==> config.mk <==
export PLATFORM = sky130hd
export DESIGN_NAME = video_address_gen
export DESIGN_NICKNAME = d
export VERILOG_FILES = /design/src/rtl/vdg_pkg.sv /design/src/rtl/video_address_gen_sync_edge.sv /design/src/rtl/video_address_gen.sv
export SDC_FILE = /design/constraint.sdc
export NUM_CORES = 1
export LEC_CHECK = 0
export CAP_MARGIN = 10
export CORE_MARGIN = 2
export CORE_UTILIZATION = 50
export DETAILED_ROUTE_END_ITERATION = 10
export GPL_ROUTABILITY_DRIVEN = 1
export PLACE_DENSITY = 0.78
export SYNTH_ARGS = -nofsm -noshare
export SYNTH_HDL_FRONTEND = slang
export SYNTH_SLANG_ARGS = --single-unit
==> constraint.sdc <==
create_clock -name clk -period 4.3 [get_ports clk]
set_input_delay 1.29 -clock clk [delete_from_list [all_inputs] [get_ports clk]]
set_output_delay 1.29 -clock clk [all_outputs]
set_load 0.03 [all_outputs]
==> src/rtl/vdg_pkg.sv <==
// Shared constants and row-geometry lookups for the video address generator.
package vdg_pkg;

  localparam int DA_W       = 13;
  localparam int CHAR_LINES = 12;

  // Graphics mode encodings carried on gm when ag=1
  localparam logic [2:0] GM_CG1 = 3'b000;
  localparam logic [2:0] GM_RG1 = 3'b001;
  localparam logic [2:0] GM_CG2 = 3'b010;
  localparam logic [2:0] GM_RG2 = 3'b011;
  localparam logic [2:0] GM_CG3 = 3'b100;
  localparam logic [2:0] GM_RG3 = 3'b101;
  localparam logic [2:0] GM_CG6 = 3'b110;
  localparam logic [2:0] GM_RG6 = 3'b111;

  // Bytes fetched per display row: 32 for text, 16 or 32 in graphics
  function automatic logic [5:0] bytes_per_row(input logic ag, input logic [2:0] gm);
    logic [5:0] bpr;
    bpr = 6'd32;
    if (ag) begin
      case (gm)
        GM_CG1, GM_RG1, GM_RG2, GM_RG3: bpr = 6'd16;
        default:                        bpr = 6'd32;
      endcase
    end
    return bpr;
  endfunction

  // Scan lines making up one row: a character cell in text, 1..3 in graphics
  function automatic logic [3:0] lines_per_row(input logic ag, input logic [2:0] gm);
    logic [3:0] lpr;
    lpr = 4'(CHAR_LINES);
    if (ag) begin
      case (gm)
        GM_CG1, GM_RG1, GM_CG2: lpr = 4'd3;
        GM_RG2, GM_CG3:         lpr = 4'd2;
        default:                lpr = 4'd1;
      endcase
    end
    return lpr;
  endfunction

endpackage

==> src/rtl/video_address_gen_sync_edge.sv <==
// Registers an active-low sync input once and flags its rising (end-of-sync) edge.
module sync_edge (
  input  logic clk,
  input  logic reset_n,
  input  logic sync_n,
  output logic rise
);

  logic sync_q;
  logic sync_d;

  // Next register value is simply the sampled input
  always_comb begin
    sync_d = sync_n;
  end

  // Reset loads 1 so an input that is already high after reset is not a rise
  always_ff @(posedge clk) begin
    if (!reset_n) sync_q <= 1'b1;
    else          sync_q <= sync_d;
  end

  // Rise is seen while the input is high and the register still holds the low
  assign rise = ~sync_q & sync_n;

endmodule

==> src/rtl/video_address_gen.sv <==
// Tracks raster position from hsn/fsn, builds the active window, and produces
// byte-fetch strobes, the display RAM address and the row line counter.
// fetch is a one-cycle strobe with no back-pressure: the RAM side latches the
// byte at da in every cycle fetch is high and cannot stall the raster.
module video_address_gen
  import vdg_pkg::*;
#(
  parameter int H_START  = 38,
  parameter int ACTIVE_W = 256,
  parameter int V_START0 = 32,
  parameter int V_START1 = 58,
  parameter int ACTIVE_H = 192
) (
  input  logic            clk,
  input  logic            reset_n,
  input  logic            hsn,
  input  logic            fsn,
  input  logic            format,
  input  logic            ag,
  input  logic [2:0]      gm,
  output logic [DA_W-1:0] da,
  output logic            fetch,
  output logic [3:0]      row_line,
  output logic            hactive,
  output logic            vactive,
  output logic            de
);

  localparam logic [8:0] CNT_MAX = 9'h1FF;
  localparam logic [8:0] H_LO    = 9'(H_START);
  localparam logic [8:0] H_HI    = 9'(H_START + ACTIVE_W);
  localparam logic [8:0] V_LO0   = 9'(V_START0);
  localparam logic [8:0] V_LO1   = 9'(V_START1);
  localparam logic [8:0] V_SPAN  = 9'(ACTIVE_H);

  logic h_rise, f_rise;

  sync_edge u_hsn_edge (.clk(clk), .reset_n(reset_n), .sync_n(hsn), .rise(h_rise));
  sync_edge u_fsn_edge (.clk(clk), .reset_n(reset_n), .sync_n(fsn), .rise(f_rise));

  logic [8:0]      hc_q, hc_d, vc_q, vc_d;
  logic [7:0]      px_q, px_d;
  logic            hactive_q, hactive_d, vactive_q, vactive_d;
  logic            vstart1_q, vstart1_d;
  logic            ag_q, ag_d;
  logic [2:0]      gm_q, gm_d;
  logic [DA_W-1:0] da_q, da_d, row_start_q, row_start_d;
  logic [3:0]      row_line_q, row_line_d;
  logic [8:0]      v_lo, v_hi;
  logic [5:0]      bpr;
  logic [3:0]      lpr;
  logic            fetch_w;

  // Horizontal counter, saturating so a missing hsn cannot reopen the window
  always_comb begin
    hc_d      = hc_q;
    if (h_rise)              hc_d = '0;
    else if (hc_q != CNT_MAX) hc_d = hc_q + 9'd1;
    hactive_d = (hc_q >= H_LO) && (hc_q < H_HI);
    px_d      = 8'(hc_q - H_LO);
  end

  // Vertical counter, start-line select and per-line mode latch
  always_comb begin
    vc_d      = vc_q;
    vstart1_d = vstart1_q;
    vactive_d = vactive_q;
    ag_d      = ag_q;
    gm_d      = gm_q;
    if (f_rise) begin
      vc_d      = '0;
      vstart1_d = format;
    end else if (h_rise && (vc_q != CNT_MAX)) begin
      vc_d = vc_q + 9'd1;
    end
    v_lo = vstart1_d ? V_LO1 : V_LO0;
    v_hi = v_lo + V_SPAN;
    if (h_rise) begin
      vactive_d = (vc_d >= v_lo) && (vc_d < v_hi);
      ag_d      = ag;
      gm_d      = gm;
    end
  end

  // Fetch on the first active pixel and then every 8 or 16 pixels
  always_comb begin
    bpr     = bytes_per_row(ag_q, gm_q);
    lpr     = lines_per_row(ag_q, gm_q);
    fetch_w = 1'b0;
    if (hactive_q && vactive_q) begin
      if (bpr == 6'd32) fetch_w = (px_q[2:0] == 3'd0);
      else              fetch_w = (px_q[3:0] == 4'd0);
    end
  end

  // Address and row bookkeeping; a frame start overrides everything else
  always_comb begin
    da_d        = da_q;
    row_start_d = row_start_q;
    row_line_d  = row_line_q;
    if (fetch_w) da_d = da_q + 1'b1;
    if (h_rise) begin
      if (!vactive_d) begin
        // Outside the window rows are parked so the first active line starts clean
        row_start_d = '0;
        row_line_d  = '0;
      end else if (vactive_q) begin
        // >= rather than == so a mode change to fewer lines ends the row now
        if (row_line_q >= (lpr - 4'd1)) begin
          row_line_d  = '0;
          row_start_d = row_start_q + {{(DA_W-6){1'b0}}, bpr};
        end else begin
          row_line_d  = row_line_q + 4'd1;
        end
      end
      da_d = row_start_d;
    end
    if (f_rise) begin
      da_d        = '0;
      row_start_d = '0;
      row_line_d  = '0;
    end
  end

  // State registers
  always_ff @(posedge clk) begin
    if (!reset_n) begin
      hc_q        <= '0;
      vc_q        <= '0;
      px_q        <= '0;
      hactive_q   <= 1'b0;
      vactive_q   <= 1'b0;
      vstart1_q   <= 1'b0;
      ag_q        <= 1'b0;
      gm_q        <= '0;
      da_q        <= '0;
      row_start_q <= '0;
      row_line_q  <= '0;
    end else begin
      hc_q        <= hc_d;
      vc_q        <= vc_d;
      px_q        <= px_d;
      hactive_q   <= hactive_d;
      vactive_q   <= vactive_d;
      vstart1_q   <= vstart1_d;
      ag_q        <= ag_d;
      gm_q        <= gm_d;
      da_q        <= da_d;
      row_start_q <= row_start_d;
      row_line_q  <= row_line_d;
    end
  end

  assign da       = da_q;
  assign fetch    = fetch_w;
  assign row_line = row_line_q;
  assign hactive  = hactive_q;
  assign vactive  = vactive_q;
  assign de       = hactive_q & vactive_q;

endmodule

==> metrics <==
P_leak 1.53 nW; total gr overflow 0; max-slew violation count 0; Post-synth top flop dfxtp_1; first-pass GRT wire length 13.0 mm; final worst setup slack 0.365 ns; endpoint class of the critical path register; Synth Instances 409; Layout Skew 0.0123 ns; Flop pwr share 0.440; gpl congestion 0.912; DRT Wirelength 7.53 mm; Setup Buffers After CTS 0; largest net degree at the start of global routing 30; Slew headroom 0.492; setup TNS 0 ns; worst hold-check path type reg2reg; fillcell total 543; upper clock frequency limit 254 MHz; Yosys cell types 54; Critical Path RT 4.53 ns; Worst-path clk slew 0.07 ns; Initial DRC Count 219; Sink Count 61; RSZ-0062 raised after global routing no; vias in the first global route 2851; later-pin clock latency in the skew report 0.35 ns; Tot Pwr 1.33 mW; final core utilization 0.623; CTS Buf Count 9; type of the worst setup path in2reg; chip width 85.8 microns; fraction of layout instances using a drive strength above 1 0.0783; Setup Slack @ Placement 0.0370 ns; fraction of registers with async set/reset 0; NetSw 0.288 mW; Via density 5.82; worst path arrival time 4.16 ns; clock buffer depth 2; Crit Path Max Fanout 5; commonest non-fill, non-tap cell in the layout dfxtp_1; DRC violation count after routing 1; Slew @ Worst Pin 0.761 ns; period utilization 0.915; WL per Instance 14.4 microns; Tmin final 3.93 ns; max_cap viols 0; hold_buf cts 0; clock root cell clkbuf_8; IR drop worst, VDD 178 uV; initial antenna violation count 0; area grow syn2layout 19.5%; Die Height 85.8 microns; # rows 29; pwr/cell area 332 nW/um^2; layout net count 470; Finish-stage setup viols 0; Core Region 6420 sq um; drt first pass iters 8; post-route ant nets 0; syn_area_per_cell 8.19 sq um; Yosys reg bits 61; Pint 1.04 mW; cts repair resizes 0; Switching Share 0.217; die area 7370 sq um; status finished, violations left; I/O pin cnt 30; CTS tree built; Clk network pwr share 0.499; Antenna Cells 0; mapped cell area 3350 sq um; CP startpoint kind primary input; share of total power in combinational logic 0.060; Post-DP HPWL 5.31 mm; Post-synth EDFFs 0; Via Count 3052; Syn Nets 437; gr usage total 0.223; Warnings, synthesis 0; Hold Fails Final Rpt 0; failing checks design-rule violations; H-Tree Depth 3; port buffer count 29; Initial Utilization 0.522; Seq/Total Area, Yosys 0.365; most frequent cells in the layout 61 x dfxtp_1, 43 x nand2_1, 41 x nor2_1
-- flip-flops by register name (all words and copies together) (netlist names), 3 cells and up --
signal,flops
vc_q,9
gm_q,3
da,13
hc_q,9
row_line,4
px_q,4
row_start_q,13
-- critical path, cell delays in order --
cell             delay [ns]
clkdlybuf4s50_1        0.47
or3b_1                 0.40
nor2_1                 0.14
xnor2_1                0.15
nor2_1                 0.07
ha_1                   0.34
a21oi_1                0.14
o221ai_1               0.14
o21ai_0                0.38
a21oi_4                0.11
buf_4                  0.17
o21ai_1                0.29
nor2_1                 0.08
-- Yosys cell counts, types with 7 or more instances --
| cell | n | area (sq um) |
|---|---|---|
| nor3_1 | 8 | 40.0 |
| xnor2_1 | 11 | 96.3 |
| nand2_1 | 43 | 161 |
| nand3_1 | 21 | 105 |
| ha_1 | 18 | 225 |
| and2_1 | 7 | 43.8 |
| inv_1 | 15 | 56.3 |
| clkbuf_1 | 14 | 52.6 |
| nor2_1 | 41 | 154 |
| nand4_1 | 10 | 62.6 |
| dfxtp_1 | 61 | 1220 |
| a21oi_1 | 27 | 135 |
| xor2_1 | 15 | 131 |
| o21ai_0 | 25 | 125 |
-- per-stage QoR --
| stage | instances | cell area [sq um] | hold slack [ns] |
|---|---|---|---|
| finish | 524 | 4000 | 0.434 |
| global route | 524 | 4000 | 0.438 |
| CTS | 524 | 4000 | 0.432 |
| detailed placement | 508 | 3740 | 0.422 |
| global placement | 508 | 3740 | 0.416 |
| floorplan | 409 | 3350 | 0.409 |
-- cell type report --
class / instances / area (sq um) / area share
multi-input combinational: 313 / 1980 / 0.496
sequential: 61 / 1220 / 0.305
timing repair buffer: 41 / 380 / 0.0951
clock buffer: 13 / 169 / 0.0422
tap: 77 / 96.3 / 0.0241
clock inverter: 3 / 90.1 / 0.0225
inverter: 16 / 60.1 / 0.0150
-- worst paths after layout --
| kind | startpoint | endpoint | slack, ns | depth (start not counted) |
|---|---|---|---|---|
| max | hsn | row_start_q[3]$_SDFFE_PP0P_ | 0.37 | 13 |
| min | row_start_q[3]$_SDFFE_PP0P_ | row_start_q[3]$_SDFFE_PP0P_ | 0.43 | 2 |
| max reg2reg | vc_q[0]$_SDFF_PN0_ | row_start_q[3]$_SDFFE_PP0P_ | 0.78 | 16 |
| min reg2reg | row_start_q[3]$_SDFFE_PP0P_ | row_start_q[3]$_SDFFE_PP0P_ | 0.43 | 2 |
-- kinds of logic (layout without fill, tap and decap cells) --
group / Yosys count / after routing / share of synthesized area
simple gates: 164 / 164 / 0.244
compound gates: 96 / 96 / 0.181
flops: 61 / 61 / 0.365
buf+inv: 35 / 73 / 0.0430
xor+xnor: 27 / 27 / 0.0728
fa+ha+maj: 19 / 19 / 0.0732
mux: 7 / 7 / 0.0213
-- metal layers --
| layer | track usage | vias up | routed length (microns) | share of wire |
|---|---|---|---|---|
| met3 | 0.0529 | 15 | 330 | 0.044 |
| met5 | 0 | - | 0 | 0 |
| met4 | 0.0938 | 0 | 170 | 0.023 |
| met1 | 0.285 | 1453 | 3350 | 0.44 |
| met2 | 0.363 | 67 | 3680 | 0.49 |
| li1 | - | 1517 | - | - |
-- power groups by stage --
stage	registers (mW)	clock network (mW)	logic, mW
finish	0.586	0.664	0.0802
global route	0.587	0.694	0.0899
CTS	0.586	0.670	0.0804
detailed placement	0.599	0	0.0792
global placement	0.598	0	0.0778
floorplan	0.601	0	0.0470
Note: power is estimated with default switching activity, not from simulation.
